File: src/rtl/gate_exerciser_if.sv
// rtl/gate_exerciser_if.sv - control, status and gate-side signals of the gate exerciser
//
// Signals:
//   start, abort       sweep control, from the environment
//   C                  output of the gate under test
//   A, B               registered drive onto the gate inputs
//   busy, done, pass   sweep status
//   err_count          number of mismatching vectors (0..4)
//   fail_vec           bit k set when vector {A,B}=k mismatched
// Modports:
//   master  the exerciser side
//   slave   the environment side (controller plus gate under test)

interface gate_exerciser_if;
    logic       start;
    logic       abort;
    logic       C;
    logic       A;
    logic       B;
    logic       busy;
    logic       done;
    logic       pass;
    logic [2:0] err_count;
    logic [3:0] fail_vec;

    modport master (
        input  start, abort, C,
        output A, B, busy, done, pass, err_count, fail_vec
    );

    modport slave (
        output start, abort, C,
        input  A, B, busy, done, pass, err_count, fail_vec
    );
endinterface

File: src/rtl/gate_exerciser.sv
// rtl/gate_exerciser.sv - four-vector sweep and truth-table check of a 2-input gate
//
// Parameters:
//   HOLD_CYCLES  cycles each vector is held on A/B (>= 1)
//   FUNC         expected truth table indexed by {A,B}
// Ports:
//   clk    rising-edge clock
//   rst_n  asynchronous active-low reset
//   bus    gate_exerciser_if.master: start/abort in, C in, A/B out, status and results out

module gate_exerciser #(
    parameter int         HOLD_CYCLES = 5,
    parameter logic [3:0] FUNC        = 4'b1000
) (
    input  logic             clk,
    input  logic             rst_n,
    gate_exerciser_if.master bus
);

    localparam int             CW       = (HOLD_CYCLES > 1) ? $clog2(HOLD_CYCLES) : 1;
    localparam logic [CW-1:0]  CNT_LAST = CW'(HOLD_CYCLES - 1);

    typedef enum logic [1:0] {
        IDLE = 2'd0,
        RUN  = 2'd1,
        DONE = 2'd2
    } state_t;

    state_t        state;
    state_t        state_nxt;
    logic [1:0]    vec;
    logic [CW-1:0] cnt;
    logic          a_q;
    logic          b_q;
    logic [2:0]    err_q;
    logic [3:0]    fail_q;

    logic accept;
    logic window_end;
    logic mismatch;

    // abort has priority over start, so a simultaneous pair is never accepted
    assign accept     = (state != RUN) && bus.start && !bus.abort;
    assign window_end = (state == RUN) && (cnt == CNT_LAST);
    assign mismatch   = (bus.C != FUNC[{a_q, b_q}]);

    always_ff @(posedge clk or negedge rst_n) begin
        if (!rst_n) begin
            state <= IDLE;
        end else begin
            state <= state_nxt;
        end
    end

    always_comb begin
        state_nxt = state;
        case (state)
            IDLE, DONE: begin
                if (accept) begin
                    state_nxt = RUN;
                end
            end
            RUN: begin
                if (bus.abort) begin
                    state_nxt = IDLE;
                end else if (window_end && (vec == 2'd3)) begin
                    state_nxt = DONE;
                end
            end
            default: state_nxt = IDLE;
        endcase
    end

    always_comb begin
        bus.busy      = (state == RUN);
        bus.done      = (state == DONE);
        bus.pass      = (state == DONE) && (err_q == 3'd0);
        bus.A         = a_q;
        bus.B         = b_q;
        bus.err_count = err_q;
        bus.fail_vec  = fail_q;
    end

    // Sweep datapath: the gate output is judged on the last cycle of each
    // hold window, and the drive moves on to the next vector on that same edge.
    always_ff @(posedge clk or negedge rst_n) begin
        if (!rst_n) begin
            vec    <= 2'd0;
            cnt    <= '0;
            a_q    <= 1'b0;
            b_q    <= 1'b0;
            err_q  <= 3'd0;
            fail_q <= 4'd0;
        end else if (accept) begin
            vec    <= 2'd0;
            cnt    <= '0;
            a_q    <= 1'b0;
            b_q    <= 1'b0;
            err_q  <= 3'd0;
            fail_q <= 4'd0;
        end else if (state == RUN) begin
            if (bus.abort) begin
                vec    <= 2'd0;
                cnt    <= '0;
                a_q    <= 1'b0;
                b_q    <= 1'b0;
                err_q  <= 3'd0;
                fail_q <= 4'd0;
            end else if (!window_end) begin
                cnt <= cnt + 1'b1;
            end else begin
                if (mismatch) begin
                    err_q       <= err_q + 3'd1;
                    fail_q[vec] <= 1'b1;
                end
                cnt <= '0;
                if (vec != 2'd3) begin
                    vec        <= vec + 2'd1;
                    {a_q, b_q} <= vec + 2'd1;
                end else begin
                    // leaving for DONE: park the gate inputs low, results freeze
                    {a_q, b_q} <= 2'b00;
                end
            end
        end
    end

endmodule

File: src/flat_wrapper.sv
// flat-port wrapper written by rule: the top's interface ports become plain ports
module gate_exerciser_flat 
#(
    parameter int         HOLD_CYCLES = 5,
    parameter logic [3:0] FUNC        = 4'b1000
)
  (clk, rst_n, bus_start, bus_abort, bus_C, bus_A, bus_B, bus_busy, bus_done, bus_pass, bus_err_count, bus_fail_vec);
  gate_exerciser_if bus_i ();
  input  logic clk;
  input  logic rst_n;
  input wire logic [$bits(bus_i.start)-1:0] bus_start;
  input wire logic [$bits(bus_i.abort)-1:0] bus_abort;
  input wire logic [$bits(bus_i.C)-1:0] bus_C;
  output wire logic [$bits(bus_i.A)-1:0] bus_A;
  output wire logic [$bits(bus_i.B)-1:0] bus_B;
  output wire logic [$bits(bus_i.busy)-1:0] bus_busy;
  output wire logic [$bits(bus_i.done)-1:0] bus_done;
  output wire logic [$bits(bus_i.pass)-1:0] bus_pass;
  output wire logic [$bits(bus_i.err_count)-1:0] bus_err_count;
  output wire logic [$bits(bus_i.fail_vec)-1:0] bus_fail_vec;
  assign bus_i.start = bus_start;
  assign bus_i.abort = bus_abort;
  assign bus_i.C = bus_C;
  assign bus_A = bus_i.A;
  assign bus_B = bus_i.B;
  assign bus_busy = bus_i.busy;
  assign bus_done = bus_i.done;
  assign bus_pass = bus_i.pass;
  assign bus_err_count = bus_i.err_count;
  assign bus_fail_vec = bus_i.fail_vec;
  gate_exerciser #(.HOLD_CYCLES(HOLD_CYCLES), .FUNC(FUNC)) u_core (.clk(clk), .rst_n(rst_n), .bus(bus_i));
endmodule
File: config.mk
export PLATFORM = sky130hd
export DESIGN_NAME = gate_exerciser_flat
export DESIGN_NICKNAME = d
export VERILOG_FILES = /design/src/rtl/gate_exerciser_if.sv /design/src/rtl/gate_exerciser.sv /design/src/flat_wrapper.sv
export SDC_FILE = /design/constraint.sdc
export NUM_CORES = 1
export LEC_CHECK = 0
export CORE_UTILIZATION = 45
export DETAILED_ROUTE_END_ITERATION = 8
export GPL_TIMING_DRIVEN = 0
export PLACE_DENSITY = 0.7
export SLEW_MARGIN = 20
export SYNTH_ARGS = -nofsm -noshare
export SYNTH_HDL_FRONTEND = slang
export SYNTH_SLANG_ARGS = --single-unit
File: constraint.sdc
create_clock -name clk -period 1.7 [get_ports clk]
set_input_delay 0.425 -clock clk [delete_from_list [all_inputs] [get_ports clk]]
set_output_delay 0.425 -clock clk [all_outputs]
set_load 0.01 [all_outputs]
==> results.yml <==
clock_network:
  cts-htree-levels: 1
  clockBufferDepth: 2
  clock_latency_ps: 290
  cts-buffers-inserted: 3
  cts.sinks: 16
  cts_tree: "done"
  cts_root_buf: "clkbuf_4"
  path_clk_slew_ps: 90
placed_design:
  place_congestion: 0.708
  placed_area_um2: 1090
  port-buffer-count: 15
  post-place-ws_ps: -329
  hpwl_um: 1340
floorplanning:
  io_pins: 17
  rows: 15
  die_w_um: 47.1
  dieHeight_um: 47.1
  core-area_um2: 1820
  die_area_um2: 2210
  start_util_pct: 50.2
global_routing:
  antenna_found_initial: 0
  grt_start_max_net_pins: 17
  grt_pass1_vias: 666
  gr-total-overflow: 0
  grt_pass1_wl_um: 2820
  grt_usage_pct: 18.5
timing:
  tightest_slew_ps: 710
  clock.fmax_ghz: 0.604
  fin_crit_ps: 1660
  setup_viol: 0
  layout_setup_ws_ps: 44.5
  fin_skew_ps: 1.45
  slew_viol_final: 0
  slew_headroom_pct: 52.5
  report.final.hold_viol_count: 0
  final.setup.tns_ps: 0
  finalCritPeriodShare_pct: 97.4
  rsz0062_at_grt: "no"
min_path:
  min_path_type: "in2reg"
critical_path:
  cpPeakStageDelay_ps: 550
  crit_chain: "clkdlybuf4s50_1"
  worst_setup_path_end_kind: "primary output"
  required_ps: 1270
  path_class: "reg2out"
  cp.arrival_ps: 1230
  crit_fanout: 3
  critPathBufInv: 1
  critical_path.top_delay_family: "buffers and inverters"
  critPathLaunchType: "flip-flop"
  slowest_stage: "clkdlybuf4s50_1"
detailed_routing:
  wl_met2_um: 858
  post_drt_wl_per_cell_um: 13.4
  dr.pass1.iters: 4
  vias: 720
  routed-wl-met3_um: 82
  postRouteAntennaNets: 0
  met1Wirelength_um: 870
  drt-total-wl_um: 1840
  viasPerCell: 5.22
  drt_iter0_drc: 22
  drc: 0
  top_layer: "met4"
layout:
  fin_util_pct: 65.1
  insertedDiodeCount: 0
  finish.instance_area_um2: 1180
  drive_above_1_share_pct: 21.2
  nets: 127
  area_growth_syn_to_layout_pct: 29.7
status:
  status: "finished clean"
pwr:
  leakagePower_nw: 0.575
  totalPowerFinal_mw: 0.848
  ir_worst_vdd_uv: 459
  p_per_area_nw_per_um2: 715
logic_synthesis:
  avgSynthCellArea_um2: 10.5
  yosysSeqAreaShare_pct: 43.8
  synth_top_family_by_area: "compound AO/OA/AOI/OAI gates"
  yosys.area_share.simple_pct: 18.1
  synth_adder_area_share_pct: 11.0
  synth-edff-count: 0
  synth-seq-cells: 16
  synth_warnings: 0
  synth_cells: 87
  synthXorXnorAreaFrac_pct: 0.959
  synth_top_flop_cell: "dfrtp_1"
  async_flop_share_pct: 100
  synth_nets: 100
  synthMuxAreaShare_pct: 1.10
  syn_area_um2: 913
  ys_types: 31
  synth_compound_area_share_pct: 20.5
run:
  maxCapViolCount: 0
==> logic make-up (layout without fill, tap and decap cells) <==
| group | count (synthesis) | after routing |
|---|---|---|
| xor gates and xnor gates | 1 | 1 |
| and+or+nand+nor | 28 | 28 |
| DFF | 16 | 16 |
| AOI/OAI and AO/OA | 23 | 23 |
| muxes | 1 | 1 |
| buffers and inverters | 10 | 36 |
| adders and majority gates | 8 | 8 |
==> layout by cell type, fill, tap and decap left out, types with 2 or more instances in the layout <==
cell and n:
buf_4 8, a32o_1 2, o21ai_0 4, nand2b_1 3, a22o_1 4, nand2_1 8, dfrtp_1 16, inv_1 8
ha_1 8, clkbuf_4 3, nor2_1 7, a21oi_1 2, clkdlybuf4s50_1 11, a31oi_1 4
==> final cells by class <==
class,instances,area (um2)
plain buffers,1,7.51
clock buffers,4,36.3
fillers,160,636
inverters,9,33.8
multi-input cells,61,482
flip-flops and latches,16,400
well taps,25,31.3
repair buffers,22,194
==> Yosys cell counts, types with 2 or more instances <==
cell,n,share of area (%)
dfrtp_1,16,44
nand2_1,9,3.7
ha_1,8,11
inv_1,8,3.3
nor2_1,7,2.9
a22o_1,4,3.8
a31oi_1,4,2.7
o21ai_0,4,2.2
nand2b_1,3,2.1
a21oi_1,2,1.1
a32o_1,2,2.2
==> registers in the layout, indices dropped and copies added (netlist names) <==
signal                flops
u_core.bus.fail_vec       4
u_core.state              2
u_core.bus.B              1
u_core.vec                2
u_core.cnt                3
u_core.bus.err_count      3
u_core.bus.A              1
==> metrics by stage <==
step / instances / hold slack [ps]
after floorplan: 87 / 129
after global placement: 127 / 482
after detailed placement: 127 / 487
after CTS: 136 / 361
after global routing: 138 / 394
final: 138 / 366
==> per-layer routing <==
| layer | up-vias | global-route usage [%] |
|---|---|---|
| li1 | 358 | - |
| met1 | 335 | 24.0 |
| met2 | 22 | 30.8 |
| met4 | 0 | 8.57 |
| met5 | - | 0 |
| met3 | 5 | 2.31 |
==> where the power goes <==
group          internal [mW]  switching [mW]
clock network          0.131           0.124
registers              0.399          0.0139
logic                 0.0900          0.0895
==> timing repair <==
| action | in CTS | in global routing |
|---|---|---|
| setup buffers | 5 | 2 |
| setup endpoints to repair | 5 | 7 |
| gates resized for setup | 7 | 4 |
| hold buffers | 0 | 0 |
| cloned | 0 | 0 |
==> final timing paths <==
check / startpoint / endpoint / slack, ps / cells past startpoint
max in group asynchronous: rst_n / u_core.vec[1] / 700 / 1
min in group asynchronous: rst_n / u_core.bus.err_count[2] / 550 / 1
max reg2reg: u_core.state[1] / u_core.bus.err_count[1] / 100 / 6
min: bus_abort / u_core.state[0] / 370 / 2
max: u_core.bus.B / bus_B / 40 / 1
min reg2reg: u_core.bus.fail_vec[0] / u_core.bus.fail_vec[0] / 500 / 2
(Power assumes the default switching activity.)
